File: config.mk
export PLATFORM = sky130hd
export DESIGN_NAME = plm_burst_reader_flat
export DESIGN_NICKNAME = d
export VERILOG_FILES = /design/src/rtl/plm_burst_reader_if.sv /design/src/rtl/plm_burst_reader.sv /design/src/flat_wrapper.sv
export SDC_FILE = /design/constraint.sdc
export NUM_CORES = 1
export LEC_CHECK = 0
export BUFFER_PORTS_ARGS = -buffer_cell sky130_fd_sc_hd__buf_2
export CAP_MARGIN = 20
export CORE_ASPECT_RATIO = 0.5
export CORE_MARGIN = 2
export CORE_UTILIZATION = 57
export CTS_BUF_LIST = sky130_fd_sc_hd__clkbuf_4
export CTS_CLUSTER_SIZE = 20
export DETAILED_ROUTE_END_ITERATION = 7
export PLACE_DENSITY = 0.85
export SYNTH_ARGS = -nofsm -noshare
export SYNTH_HDL_FRONTEND = slang
export SYNTH_SLANG_ARGS = --single-unit
File: constraint.sdc
create_clock -name clk -period 3.05 [get_ports clk]
set_input_delay 0.305 -clock clk [delete_from_list [all_inputs] [get_ports clk]]
set_output_delay 0.305 -clock clk [all_outputs]
set_load 0.05 [all_outputs]
File: src/rtl/plm_burst_reader_if.sv
// Bundles the command, output-stream and memory-port signals of the PLM burst reader.
// No logic inside; it only defines signal widths and directions.
// The reader side uses the slave modport, the command source/consumer/memory side uses master.
interface plm_burst_reader_if #(
    parameter int ADDR_W = 10,
    parameter int DATA_W = 16,
    parameter int LEN_W  = 11
) ();
    // burst command
    logic              cmd_valid;
    logic              cmd_ready;
    logic [ADDR_W-1:0] cmd_addr;
    logic [LEN_W-1:0]  cmd_len;

    // read data stream
    logic              out_valid;
    logic              out_ready;
    logic [DATA_W-1:0] out_data;
    logic              out_last;
    logic              done;

    // BRAM port
    logic              mem_ce;
    logic [ADDR_W-1:0] mem_a;
    logic              mem_we;
    logic [DATA_W-1:0] mem_wem;
    logic [DATA_W-1:0] mem_d;
    logic [DATA_W-1:0] mem_q;

    modport slave (
        input  cmd_valid, cmd_addr, cmd_len, out_ready, mem_q,
        output cmd_ready, out_valid, out_data, out_last, done,
        output mem_ce, mem_a, mem_we, mem_wem, mem_d
    );

    modport master (
        output cmd_valid, cmd_addr, cmd_len, out_ready, mem_q,
        input  cmd_ready, out_valid, out_data, out_last, done,
        input  mem_ce, mem_a, mem_we, mem_wem, mem_d
    );
endinterface

File: src/rtl/plm_burst_reader.sv
// Small synchronous FIFO with registered storage; head is visible while count != 0.
// Latency: a push at edge N is visible at the head after edge N.
// Backpressure: pop only when pop_rdy and non-empty; the caller guarantees no push when full.
module sync_fifo #(
    parameter int WIDTH = 8,
    parameter int DEPTH = 3,
    localparam int PTR_W = (DEPTH > 1) ? $clog2(DEPTH) : 1,
    localparam int CNT_W = $clog2(DEPTH + 1)
) (
    input  logic             clk,
    input  logic             rstn,
    input  logic             push_vld,
    input  logic [WIDTH-1:0] push_dat,
    input  logic             pop_rdy,
    output logic             head_vld,
    output logic [WIDTH-1:0] head_dat,
    output logic [CNT_W-1:0] count
);
    logic [WIDTH-1:0] mem [DEPTH];
    logic [PTR_W-1:0] wr_ptr;
    logic [PTR_W-1:0] rd_ptr;
    logic [CNT_W-1:0] cnt;
    logic             pop;

    function automatic logic [PTR_W-1:0] ptr_inc(input logic [PTR_W-1:0] p);
        return (p == PTR_W'(DEPTH - 1)) ? '0 : p + PTR_W'(1);
    endfunction

    assign pop      = pop_rdy && (cnt != '0);
    assign head_vld = (cnt != '0);
    assign head_dat = mem[rd_ptr];
    assign count    = cnt;

    // storage and write pointer; storage is cleared so the head reads 0 out of reset
    always_ff @(posedge clk or negedge rstn) begin
        if (!rstn) begin
            for (int i = 0; i < DEPTH; i++) begin
                mem[i] <= '0;
            end
            wr_ptr <= '0;
        end else if (push_vld) begin
            mem[wr_ptr] <= push_dat;
            wr_ptr      <= ptr_inc(wr_ptr);
        end
    end

    // read pointer advances on every accepted pop
    always_ff @(posedge clk or negedge rstn) begin
        if (!rstn) begin
            rd_ptr <= '0;
        end else if (pop) begin
            rd_ptr <= ptr_inc(rd_ptr);
        end
    end

    // occupancy; simultaneous push and pop leaves it unchanged
    always_ff @(posedge clk or negedge rstn) begin
        if (!rstn) begin
            cnt <= '0;
        end else begin
            case ({push_vld, pop})
                2'b10:   cnt <= cnt + CNT_W'(1);
                2'b01:   cnt <= cnt - CNT_W'(1);
                default: cnt <= cnt;
            endcase
        end
    end
endmodule

// Burst read initiator: turns (addr, len) commands into a ready/valid word stream from one BRAM port.
// Latency: first word valid 2 cycles after command accept, then 1 word/cycle with out_ready held high.
// Backpressure: reads are issued only while buffered + in-flight words < 3, so out_ready never reaches mem_ce combinationally.
module plm_burst_reader #(
    parameter int ADDR_W = 10,
    parameter int DATA_W = 16,
    parameter int LEN_W  = 11
) (
    input  logic              clk,
    input  logic              rstn,
    plm_burst_reader_if.slave bus
);
    localparam int FIFO_DEPTH = 3;
    localparam int CNT_W      = $clog2(FIFO_DEPTH + 1);

    typedef enum logic [1:0] {
        IDLE      = 2'd0,
        RUN       = 2'd1,
        DRAIN     = 2'd2,
        DONE_ZERO = 2'd3
    } state_t;

    // one buffered word plus its end-of-burst marker
    typedef struct packed {
        logic              last;
        logic [DATA_W-1:0] dat;
    } beat_t;

    state_t            state;
    state_t            state_nxt;

    logic [ADDR_W-1:0] addr_q;
    logic [LEN_W-1:0]  len_q;
    logic [LEN_W-1:0]  issued_q;
    logic              inflight_q;
    logic              inflight_last_q;
    logic              done_q;

    logic              accept;
    logic              issue;
    logic              issue_last;
    logic              pop;
    logic [CNT_W:0]    occupancy;

    logic              fifo_vld;
    beat_t             fifo_head;
    beat_t             fifo_push;
    logic [CNT_W-1:0]  fifo_cnt;

    assign accept     = (state == IDLE) && bus.cmd_valid;
    assign occupancy  = (CNT_W + 1)'(fifo_cnt) + (CNT_W + 1)'(inflight_q);
    assign issue      = (state == RUN) && (issued_q < len_q) &&
                        (occupancy < (CNT_W + 1)'(FIFO_DEPTH));
    assign issue_last = ((issued_q + LEN_W'(1)) == len_q);
    assign pop        = fifo_vld && bus.out_ready;

    assign fifo_push.last = inflight_last_q;
    assign fifo_push.dat  = bus.mem_q;

    sync_fifo #(
        .WIDTH ($bits(beat_t)),
        .DEPTH (FIFO_DEPTH)
    ) u_fifo (
        .clk      (clk),
        .rstn     (rstn),
        .push_vld (inflight_q),
        .push_dat (fifo_push),
        .pop_rdy  (bus.out_ready),
        .head_vld (fifo_vld),
        .head_dat (fifo_head),
        .count    (fifo_cnt)
    );

    // state register
    always_ff @(posedge clk or negedge rstn) begin
        if (!rstn) begin
            state <= IDLE;
        end else begin
            state <= state_nxt;
        end
    end

    // next-state: RUN ends on the final issue, DRAIN ends on the final output handshake
    always_comb begin
        state_nxt = state;
        case (state)
            IDLE: begin
                if (accept) begin
                    state_nxt = (bus.cmd_len == '0) ? DONE_ZERO : RUN;
                end
            end
            RUN: begin
                if (issue && issue_last) begin
                    state_nxt = DRAIN;
                end
            end
            DRAIN: begin
                if (pop && fifo_head.last) begin
                    state_nxt = IDLE;
                end
            end
            DONE_ZERO: begin
                state_nxt = IDLE;
            end
            default: begin
                state_nxt = IDLE;
            end
        endcase
    end

    // burst address and issue counter; the address wraps naturally at 2^ADDR_W
    always_ff @(posedge clk or negedge rstn) begin
        if (!rstn) begin
            addr_q   <= '0;
            len_q    <= '0;
            issued_q <= '0;
        end else if (accept) begin
            addr_q   <= bus.cmd_addr;
            len_q    <= bus.cmd_len;
            issued_q <= '0;
        end else if (issue) begin
            addr_q   <= addr_q + ADDR_W'(1);
            issued_q <= issued_q + LEN_W'(1);
        end
    end

    // tracks the read whose data appears on mem_q this cycle, tagged if it is the burst's last word
    always_ff @(posedge clk or negedge rstn) begin
        if (!rstn) begin
            inflight_q      <= 1'b0;
            inflight_last_q <= 1'b0;
        end else begin
            inflight_q      <= issue;
            inflight_last_q <= issue && issue_last;
        end
    end

    // done pulses after the last beat handshakes, or right after a zero-length accept
    always_ff @(posedge clk or negedge rstn) begin
        if (!rstn) begin
            done_q <= 1'b0;
        end else begin
            done_q <= (accept && (bus.cmd_len == '0)) || (pop && fifo_head.last);
        end
    end

    // outputs; the write side of the memory port is permanently idle
    always_comb begin
        bus.cmd_ready = (state == IDLE);
        bus.out_valid = fifo_vld;
        bus.out_data  = fifo_head.dat;
        bus.out_last  = fifo_vld && fifo_head.last;
        bus.done      = done_q;
        bus.mem_ce    = issue;
        bus.mem_a     = addr_q;
        bus.mem_we    = 1'b0;
        bus.mem_wem   = '0;
        bus.mem_d     = '0;
    end
endmodule

File: src/flat_wrapper.sv
// flat-port wrapper written by rule: the top's interface ports become plain ports
module plm_burst_reader_flat 
#(
    parameter int ADDR_W = 10,
    parameter int DATA_W = 16,
    parameter int LEN_W  = 11
)
  (clk, rstn, bus_cmd_valid, bus_cmd_addr, bus_cmd_len, bus_out_ready, bus_mem_q, bus_cmd_ready, bus_out_valid, bus_out_data, bus_out_last, bus_done, bus_mem_ce, bus_mem_a, bus_mem_we, bus_mem_wem, bus_mem_d);
  plm_burst_reader_if #(.ADDR_W(ADDR_W), .DATA_W(DATA_W), .LEN_W(LEN_W)) bus_i ();
  input  logic clk;
  input  logic rstn;
  input wire logic [$bits(bus_i.cmd_valid)-1:0] bus_cmd_valid;
  input wire logic [$bits(bus_i.cmd_addr)-1:0] bus_cmd_addr;
  input wire logic [$bits(bus_i.cmd_len)-1:0] bus_cmd_len;
  input wire logic [$bits(bus_i.out_ready)-1:0] bus_out_ready;
  input wire logic [$bits(bus_i.mem_q)-1:0] bus_mem_q;
  output wire logic [$bits(bus_i.cmd_ready)-1:0] bus_cmd_ready;
  output wire logic [$bits(bus_i.out_valid)-1:0] bus_out_valid;
  output wire logic [$bits(bus_i.out_data)-1:0] bus_out_data;
  output wire logic [$bits(bus_i.out_last)-1:0] bus_out_last;
  output wire logic [$bits(bus_i.done)-1:0] bus_done;
  output wire logic [$bits(bus_i.mem_ce)-1:0] bus_mem_ce;
  output wire logic [$bits(bus_i.mem_a)-1:0] bus_mem_a;
  output wire logic [$bits(bus_i.mem_we)-1:0] bus_mem_we;
  output wire logic [$bits(bus_i.mem_wem)-1:0] bus_mem_wem;
  output wire logic [$bits(bus_i.mem_d)-1:0] bus_mem_d;
  assign bus_i.cmd_valid = bus_cmd_valid;
  assign bus_i.cmd_addr = bus_cmd_addr;
  assign bus_i.cmd_len = bus_cmd_len;
  assign bus_i.out_ready = bus_out_ready;
  assign bus_i.mem_q = bus_mem_q;
  assign bus_cmd_ready = bus_i.cmd_ready;
  assign bus_out_valid = bus_i.out_valid;
  assign bus_out_data = bus_i.out_data;
  assign bus_out_last = bus_i.out_last;
  assign bus_done = bus_i.done;
  assign bus_mem_ce = bus_i.mem_ce;
  assign bus_mem_a = bus_i.mem_a;
  assign bus_mem_we = bus_i.mem_we;
  assign bus_mem_wem = bus_i.mem_wem;
  assign bus_mem_d = bus_i.mem_d;
  plm_burst_reader #(.ADDR_W(ADDR_W), .DATA_W(DATA_W), .LEN_W(LEN_W)) u_core (.clk(clk), .rstn(rstn), .bus(bus_i));
endmodule
==> results.md, run 1 <==
- FF-to-FF setup slack: 0.38 ns
- Synthesized area: 5180 sq um
- Critical Path Sink: bus_mem_ce
- GRT Util Overall: 22.5%
- Worst r2r src: u_core.u_fifo.count[0]
- Tcrit/Tclk final: 95.9%
- Adder-cell share of the synthesized area: 3.86%
- Full die area: 9910 sq um
- Setup violators final: 0
- Number of cell rows: 24
- Initial Util: 59.1%
- CTS tree: yes
- Commonest non-fill, non-tap cell in the layout: dfrtp_1
- Clk pwr share: 21.5%
- Crit path DAT: 2.62 ns
- EDFF count, synth: 0
- IO Count: 105
- Max-slew headroom at the worst pin: 44.7%
- First-pass GRT wire length: 17600 microns
- Pre-antenna DRT Iters: 5
- H-tree depth: 3
- Gate power share: 32.9%
- Detail Route Antenna Nets: 0
- DRC Markers: 0
- Critical path peak fanout: 4
- Layout net count: 626
- Clk_lat worst skew: 0.46 ns
- Worst setup path start: u_core.u_fifo.count[0]
- Crit start category: flip-flop
- Share of cells above drive strength 1: 27.9%
- Core area: 8770 sq um
- Worst Skew: 0.0159 ns
- Distinct cells, synth: 54
- Setup TNS: 0 ns
- Initial antenna violation count: 0
- Leakage: 2.65 nW
- Peak VDD IR: 0.287 mV
- Yosys warning count: 0
- Crit path kind: reg2out
- Placement Setup Slack: 0.453 ns
- Starting DRT DRC Count: 298
- Ys async rst share: 100%
- RSZ-0062 raised after global routing: false
- Data required time at the worst endpoint: 2.74 ns
- Bufs on Longest Clock Path: 2
- Worst hold path class: in2reg
- Simple-gate area share of the yosys netlist: 14.0%
- Grt ovf: 0
- Power per cell area: 556 nW/um^2
- CTS sink count: 94
- Max Slew Vio Count: 0
- Area fraction in compound gates after synthesis: 8.96%
- HPWL after DPL: 7780 microns
- Top achievable clock speed: 342 MHz
- GPL Wtd Cong: 0.921
- Worst Tran Pin Value: 0.829 ns
- Most frequent cells in the layout: 94 x dfrtp_1, 69 x buf_2, 51 x mux2_2
- Sequential area share after synthesis: 45.4%
- DR vias: 3908
- Worst reg-to-reg path cell count: 7
- ANT cells: 0
- Status: finished clean
- Worst Setup End Kind: primary output
- Setup ws final: 0.126 ns
- Pin count of the biggest net entering global routing: 52
- Largest family of logic cells by synthesized area: multiplexers
- Routed WL: 10700 microns
- P_sw: 1.29 mW
- Post-synthesis xor/xnor area fraction: 5.24%
- Clk slew on worst S/H paths: 0.14 ns
- Worst r2r dst: u_core.state[0]
- CTS Buf Count: 9
- Max_cap viols: 0
- Synthesized flop and latch total: 94
- DR vias/cell: 5.66
- Vias in the first global route: 3678
- Syn Inst Count: 497
- Port buffer count: 71
- Die W: 139 microns
- Area delta synth->final: 10.6%
- Switch share: 40.4%
- Pint: 1.90 mW
- Final-report hold violation count: 0
- Drt wl/cell: 15.5 microns
- Synthesized area per cell: 10.4 sq um
- Mux contribution to synthesized area: 14.6%
- Seq pwr share: 45.6%
- Die Span Y: 71.4 microns
- CTS root buffer: clkbuf_4
- Top FF cell, synth: dfrtp_1
- Tmin final: 2.92 ns
sequential cells by signal, indices dropped and copies added (netlist names), 2 cells and up:
signal and cells:
u_core.bus.mem_a 10, u_core.u_fifo.mem 51, u_core.issued_q 11, u_core.state 2, u_core.u_fifo.wr_ptr 2, u_core.len_q 11
u_core.u_fifo.count 2, u_core.u_fifo.rd_ptr 2
power by group through the flow:
stage          Combinational (mW)  Sequential (mW)  Clock [mW]
4_1_cts                      1.05             1.45       0.700
5_1_grt                      1.12             1.47       0.752
3_5_place_dp                 1.05             1.48           0
6_report                     1.05             1.45       0.684
3_3_place_gp                 1.03             1.47           0
2_1_floorplan               0.858             1.42           0
worst min-delay path by stage:
stage / end / from / cells after the start / slack (ns)
detailed placement: u_core.len_q[7] / rstn / 1 / 0.33
CTS: u_core.bus.mem_a[6] / bus_cmd_addr[6] / 3 / 0.02
global placement: u_core.len_q[7] / rstn / 1 / 0.33
finish: u_core.bus.mem_a[6] / bus_cmd_addr[6] / 3 / 0.04
global route: u_core.bus.mem_a[6] / bus_cmd_addr[6] / 3 / 0.03
floorplan: u_core.bus.done / rstn / 0 / 0.009
through the flow:
step | total power, mW | cell area (sq um) | util (%) | hold WS (ns) | instances
finish | 3.18 | 5730 | 65.3 | 0.0423 | 691
global route | 3.34 | 5730 | 65.3 | 0.0261 | 691
CTS | 3.20 | 5710 | 65.2 | 0.0219 | 689
detailed placement | 2.52 | 5550 | 63.3 | 0.329 | 672
global placement | 2.51 | 5550 | 63.3 | 0.334 | 672
floorplan | 2.28 | 5300 | - | 0.00941 | 529
layout make-up:
cell class	count	area, sq um
Sequential cell	94	2350
Tap cell	117	146
Clock buffer	11	82.6
Inverter	18	67.6
Multi-Input combinational cell	363	2550
Timing Repair Buffer	83	465
Clock inverter	5	58.8
Fill cell	689	3040
synth_stat cells, drive strengths merged, types with 2 or more instances:
| cell type | n | share of area [%] |
|---|---|---|
| dfrtp | 94 | 45 |
| mux2 | 51 | 11 |
| nand2 | 50 | 3.6 |
| o21ai | 40 | 3.9 |
| buf | 39 | 5.5 |
| xnor2 | 23 | 3.9 |
| nor2 | 21 | 1.6 |
| inv | 18 | 1.3 |
| mux2i | 18 | 3.5 |
| ha | 16 | 3.9 |
| clkbuf | 15 | 1.1 |
| nand3 | 14 | 1.4 |
| nor3 | 14 | 1.5 |
| nor4 | 9 | 1.7 |
| a21oi | 8 | 0.77 |
| xor2 | 8 | 1.4 |
| nand4 | 6 | 0.72 |
| nor2b | 6 | 0.72 |
| a21o | 5 | 0.72 |
| and3 | 5 | 0.60 |
| a211oi | 4 | 0.58 |
| nor3b | 3 | 0.43 |
| a211o | 2 | 0.34 |
| a22oi | 2 | 0.29 |
| a31oi | 2 | 0.24 |
| nand3b | 2 | 0.29 |
| nor4b | 2 | 0.46 |
| o21bai | 2 | 0.29 |
| o22ai | 2 | 0.24 |
| or2 | 2 | 0.24 |
| or3 | 2 | 0.24 |
per-layer routing:
layer  global-route usage, %  vias up  wire (microns)
met3                    5.15       21             684
met1                    29.2     1905            4680
li1                        -     1829               -
met2                    37.8      153            5150
met5                       0        -               0
met4                    8.53        0             192
cell families after synthesis:
group | count (synthesis)
simple gates | 139
flops | 94
compound gates | 75
buf+inv | 72
mux | 69
xor+xnor | 31
fa+ha+maj | 16
other cells | 1
critical path, cell delays in order, from the launching register on:
cell and delay, ns:
dfrtp_1 0.45, ha_1 0.22, ha_1 0.27, a2111o_1 0.46, a221o_4 0.37, nor2_2 0.17, buf_4 0.23
repair_timing:
| action | in CTS | in global routing |
|---|---|---|
| resized for setup | 2 | 0 |
| endpoints found under the hold margin | 43 | 0 |
| buffers inserted | 0 | 2 |
| hold buffers | 1 | 0 |
| gates cloned | 0 | 0 |
| endpoints found under the setup margin | 1 | 1 |
No activity file was read; power rests on OpenSTA's default activity.
==> run 2: changes to the inputs <==
--- a/config.mk
+++ b/config.mk
@@ -9,11 +9,11 @@
 export CAP_MARGIN = 20
 export CORE_ASPECT_RATIO = 0.5
 export CORE_MARGIN = 2
-export CORE_UTILIZATION = 57
+export CORE_UTILIZATION = 62
 export CTS_BUF_LIST = sky130_fd_sc_hd__clkbuf_4
 export CTS_CLUSTER_SIZE = 20
 export DETAILED_ROUTE_END_ITERATION = 7
-export PLACE_DENSITY = 0.85
+export PLACE_DENSITY = 0.92
 export SYNTH_ARGS = -nofsm -noshare
 export SYNTH_HDL_FRONTEND = slang
 export SYNTH_SLANG_ARGS = --single-unit
==> constraint.sdc (replaced) <==
create_clock -name clk -period 3.45 [get_ports clk]
set_input_delay 0.345 -clock clk [delete_from_list [all_inputs] [get_ports clk]]
set_output_delay 0.345 -clock clk [all_outputs]
set_load 0.05 [all_outputs]
==> run 2 against run 1 <==
Non-clock buffer count fell by 2. Highest routed layer unchanged. Critical path type unchanged. Combinational power decreased by 7%. Clock power fell by 9.5%.
==> results.md, run 2 (synthesized netlist as in run 1, its figures left out) <==
- Core area: 8060 sq um
- Max Slew Vio Count: 0
- GPL Wtd Cong: 0.903
- Max-slew headroom at the worst pin: 37.2%
- Routed WL: 11300 microns
- DR vias: 3900
- Port buffer count: 71
- DRC Markers: 0
- Placed Area: 5540 sq um
- ANT cells: 0
- Top Registers: u_core.u_fifo.mem (51), u_core.issued_q (11), u_core.len_q (11)
- Vias in the first global route: 3842
- Commonest non-fill, non-tap cell in the layout: dfrtp_1
- Die Span Y: 68.6 microns
- Full die area: 9150 sq um
- Initial Util: 64.3%
- CTS sink count: 94
- CTS root buffer: clkbuf_4
- Grt ovf: 0
- Worst Tran Pin Value: 0.941 ns
- Bufs on Longest Clock Path: 2
- HPWL after DPL: 7990 microns
- Crit path DAT: 2.74 ns
- Critical path peak fanout: 15
- H-tree depth: 3
- First-pass GRT wire length: 18200 microns
- RSZ-0062 raised after global routing: false
- Clk slew on worst S/H paths: 0.15 ns
- Setup bufs post-CTS: 0
- Tmin final: 3.09 ns
- Worst Setup End Kind: primary output
- Fillers: 589
- Final-report hold violation count: 0
- Status: finished clean
- GRT Util Overall: 25.8%
- IO Count: 105
- # resized after CTS: 0
- Most frequent cells in the layout: 94 x dfrtp_1, 70 x buf_2, 51 x mux2_2
- Share of cells above drive strength 1: 27.6%
- DR vias/cell: 5.70
- Data required time at the worst endpoint: 3.11 ns
- CTS tree: yes
- Power per cell area: 501 nW/um^2
- Max reg flops: 51
- Die W: 133 microns
- Drt wl/cell: 16.6 microns
- Initial antenna violation count: 0
- Peak VDD IR: 0.237 mV
- Worst Skew: 0.0150 ns
- Largest Register: u_core.u_fifo.mem
- Pin count of the biggest net entering global routing: 77
- Crit start category: flip-flop
- Leakage: 2.64 nW
- Top achievable clock speed: 324 MHz
- Pre-antenna DRT Iters: 7
- Detail Route Antenna Nets: 0
- Starting DRT DRC Count: 449
- Crit path kind: reg2out
- Clk_lat worst skew: 0.46 ns
- CTS Buf Count: 9
- Tcrit/Tclk final: 89.5%
- Worst hold path class: in2async
- Setup TNS: 0 ns
- Hold buffers post-CTS: 0
- Area delta synth->final: 9.56%
- Setup violators final: 0
- Area of the multi-input gates: 2540 sq um
- Number of cell rows: 23
- Finished Cell Area: 5680 sq um
- Register area: 2350 sq um
- Layout net count: 624
- Max_cap viols: 0
## run 2: per-layer routing
metal | global-route usage (%) | routed length [microns] | vias to the layer above | part of all wire (%)
li1 | - | - | 1816 | -
met2 | 46.6 | 5640 | 148 | 50
met4 | 10.1 | 172 | 0 | 1.5
met3 | 4.97 | 615 | 19 | 5.4
met5 | 0 | 0 | - | 0
met1 | 31.7 | 4890 | 1917 | 43
## run 2: power by group
group	switching [mW]	internal, mW
clock	0.393	0.226
sequential	0.0785	1.17
combinational	0.703	0.277
## run 2: area by class of cell
type | count | area share (%)
Inverter | 18 | 1.19
Sequential cell | 94 | 41.4
Multi-Input combinational cell | 363 | 44.8
Timing Repair Buffer | 81 | 7.63
Clock buffer | 9 | 1.19
Tap cell | 112 | 2.47
Clock inverter | 7 | 1.26
## run 2: worst paths after layout
kind | slack [ns] | start | depth (start not counted) | endpoint
max in group asynchronous | 2.72 | rstn | 2 | u_core.u_fifo.mem[2]
hold reg to reg | 0.52 | u_core.u_fifo.mem[8] | 1 | u_core.u_fifo.mem[8]
setup reg to reg | 0.83 | u_core.len_q[6] | 10 | u_core.bus.mem_a[1]
min in group clk | 0.08 | bus_cmd_addr[6] | 3 | u_core.bus.mem_a[6]
setup / recovery | 0.36 | u_core.u_fifo.count[0] | 6 | bus_mem_ce
hold / removal | 0.01 | rstn | 1 | u_core.len_q[4]
## run 2: worst max-delay path, stage by stage, from the launching register on
cell and delay (ns):
dfrtp_1 0.45, ha_1 0.22, ha_1 0.27, a2111o_1 0.44, a221o_2 0.48, nor2_2 0.16, buf_2 0.28
## run 2: metrics by stage
stage / utilization, % / hold WS [ns] / cells / worst slack, ns / power, mW
global route: 70.5 / 0.0790 / 684 / 0.264 / 2.97
detailed placement: 68.7 / 0.493 / 668 / 0.868 / 2.24
finish: 70.5 / 0.0143 / 684 / 0.364 / 2.84
floorplan: - / 0.0494 / 529 / 0.638 / 2.01
CTS: 70.5 / 0.0430 / 684 / 0.354 / 2.85
global placement: 68.7 / 0.476 / 668 / 0.905 / 2.22
==> run 3: changes to the inputs <==
--- a/config.mk
+++ b/config.mk
@@ -9,11 +9,10 @@
 export CAP_MARGIN = 20
 export CORE_ASPECT_RATIO = 0.5
 export CORE_MARGIN = 2
-export CORE_UTILIZATION = 62
-export CTS_BUF_LIST = sky130_fd_sc_hd__clkbuf_4
+export CORE_UTILIZATION = 45
 export CTS_CLUSTER_SIZE = 20
 export DETAILED_ROUTE_END_ITERATION = 7
-export PLACE_DENSITY = 0.92
+export PLACE_DENSITY = 0.7
 export SYNTH_ARGS = -nofsm -noshare
 export SYNTH_HDL_FRONTEND = slang
 export SYNTH_SLANG_ARGS = --single-unit
==> run 3 against run 2 <==
Core utilization shrank 18 points. Flip-flop and latch count is the same. Final cell count grew 4.8%. Maximum frequency shrank 1.1%. Critical endpoint unchanged. Wire length shrank 3.5%. Sequential power is essentially flat. Count of clock-buffer cells in the layout grew 1. Power grew 12%. Largest cell class unchanged. Design area grew 3.4%. Combinational power grew 0.6%. Clock skew shrank 0.0077 ns.
==> results.md, run 3 (synthesized netlist as in run 1, its figures left out) <==
- ANT cells: 0
- Setup bufs post-CTS: 0
- Clk slew on worst S/H paths: 0.06 ns
- Commonest non-fill, non-tap cell in the layout: dfrtp_1
- Clk pwr share: 30.6%
- FF-to-FF setup slack: 0.87 ns
- Die Span Y: 79.9 microns
- Leakage: 2.70 nW
- DR vias: 3723
- Number of cell rows: 27
- HPWL after DPL: 7650 microns
- # resized after CTS: 0
- CTS Buf Count: 9
- Top achievable clock speed: 321 MHz
- Max reg flops: 51
- DRC Markers: 0
- CP bufs+invs: 2
- Vias in the first global route: 3619
- Worst Tran Pin Value: 0.980 ns
- Setup violators final: 0
- Data required time at the worst endpoint: 3.11 ns
- Max-slew headroom at the worst pin: 34.5%
- Starting DRT DRC Count: 211
- Grt ovf: 0
- Power per cell area: 543 nW/um^2
- Critical path's top delay family: compound AO/OA/AOI/OAI gates
- Setup ws final: 0.330 ns
- Final-report hold violation count: 0
- Initial Util: 46.6%
- Drt wl/cell: 15.2 microns
- Max_cap viols: 0
- CTS root buffer: clkbuf_16
- CTS tree: yes
- Most frequent CP cell: ha_1
- Status: finished clean
- Crit path DAT: 2.77 ns
- Worst hold path class: in2async
- Port buffer count: 71
- Initial antenna violation count: 0
- CTS sink count: 94
- Critical path peak fanout: 15
- Detail Route Antenna Nets: 0
- DR vias/cell: 5.19
- Gate power share: 30.9%
- Core area: 11100 sq um
- Top Registers: u_core.u_fifo.mem (51), u_core.issued_q (11), u_core.len_q (11)
- Pint: 1.96 mW
- Hold buffers post-CTS: 0
- Full die area: 12400 sq um
- GPL Wtd Cong: 0.927
- Max incr delay on CP: 0.49 ns
- Share of cells above drive strength 1: 28.0%
- Crit path kind: reg2out
- GRT Util Overall: 18.9%
- Most frequent cells in the layout: 94 x dfrtp_1, 70 x buf_2, 51 x mux2_2
- Tmin final: 3.12 ns
- Worst r2r src: u_core.u_fifo.count[0]
- P_sw: 1.23 mW
- Routed WL: 10900 microns
- First-pass GRT wire length: 18300 microns
- Crit start category: flip-flop
- Tcrit/Tclk final: 90.4%
- CP max-delay cell: a221o_2
- Bufs on Longest Clock Path: 2
- Worst Setup End Kind: primary output
- Placed cells: 701
- Worst Skew: 0.00728 ns
- Setup TNS: 0 ns
- Area delta synth->final: 13.3%
- Placement Setup Slack: 0.696 ns
- Worst setup path start: u_core.u_fifo.count[0]
- Critical path cell sequence: ha_1, ha_1, a2111o_1, a221o_2, nor2_2, buf_4, buf_2
- Seq pwr share: 38.5%
- Final non-filler cell total: 717
- H-tree depth: 3
- Pin count of the biggest net entering global routing: 70
- Utilization after layout: 52.8%
- RSZ-0062 raised after global routing: false
- Largest Register: u_core.u_fifo.mem
- Die W: 156 microns
- Switch share: 38.5%
- IO Count: 105
- Layout net count: 624
- Max Slew Vio Count: 0
- Peak VDD IR: 0.243 mV
- Clk_lat worst skew: 0.35 ns
- Pre-antenna DRT Iters: 4
## run 3: cell types whose count changed in the layout (fill, tap and decap cells not counted)
| cell | previous run | this run |
|---|---|---|
| clkbuf_16 | 0 | 9 |
| clkbuf_4 | 9 | 0 |
| clkbuf_8 | 0 | 1 |
| clkinv_1 | 2 | 0 |
| clkinvlp_4 | 0 | 2 |
| clkinv_2 | 1 | 0 |
| bufinv_16 | 1 | 0 |
| clkinv_4 | 0 | 1 |
## run 3: power by group through the flow
stage               clock [mW]  combinational, mW  sequential [mW]
finish                   0.976              0.986             1.23
global route              1.05               1.06             1.24
CTS                      0.996              0.996             1.23
detailed placement           0              0.994             1.25
global placement             0              0.988             1.24
floorplan                    0              0.758             1.26
## run 3: final cells by class
type / count / area [sq um]
inverter: 18 / 67.6
timing repair buffer: 81 / 433
multi-input combinational: 363 / 2540
sequential: 94 / 2350
fill: 1019 / 5240
clock inverter: 6 / 52.6
clock buffer: 10 / 239
tap: 145 / 181
## run 3: worst paths after layout
path / depth (start not counted) / to
worst max-delay path: 7 / bus_mem_ce
worst min-delay path: 1 / u_core.len_q[6]
worst max register to register: 7 / u_core.bus.mem_a[7]
worst min register to register: 2 / u_core.len_q[0]
max in group asynchronous: 2 / u_core.u_fifo.wr_ptr[1]
min in group clk: 3 / u_core.bus.mem_a[6]
## run 3: through the flow
step,hold WS (ns),area (sq um),total power [mW]
after detailed placement,0.473,5580,2.24
after global routing,0.189,5870,3.34
final,0.0976,5870,3.19
after floorplan,0.0494,5300,2.01
after global placement,0.474,5580,2.23
after CTS,0.163,5870,3.22
## run 3: worst register-to-register path, cell delays in order (launching register included)
cell,delay [ns]
dfrtp_1,0.42
ha_1,0.22
ha_1,0.26
a2111o_1,0.44
a221o_2,0.49
nor4_1,0.39
xnor2_1,0.16
o21ai_1,0.07
## run 3: routing by layer
metal / vias up / track usage [%] / wire (microns)
met5: - / 0 / 0
met4: 0 / 5.14 / 153
met3: 16 / 4.99 / 545
met2: 95 / 31.3 / 5180
met1: 1787 / 24.6 / 5050
li1: 1825 / - / -
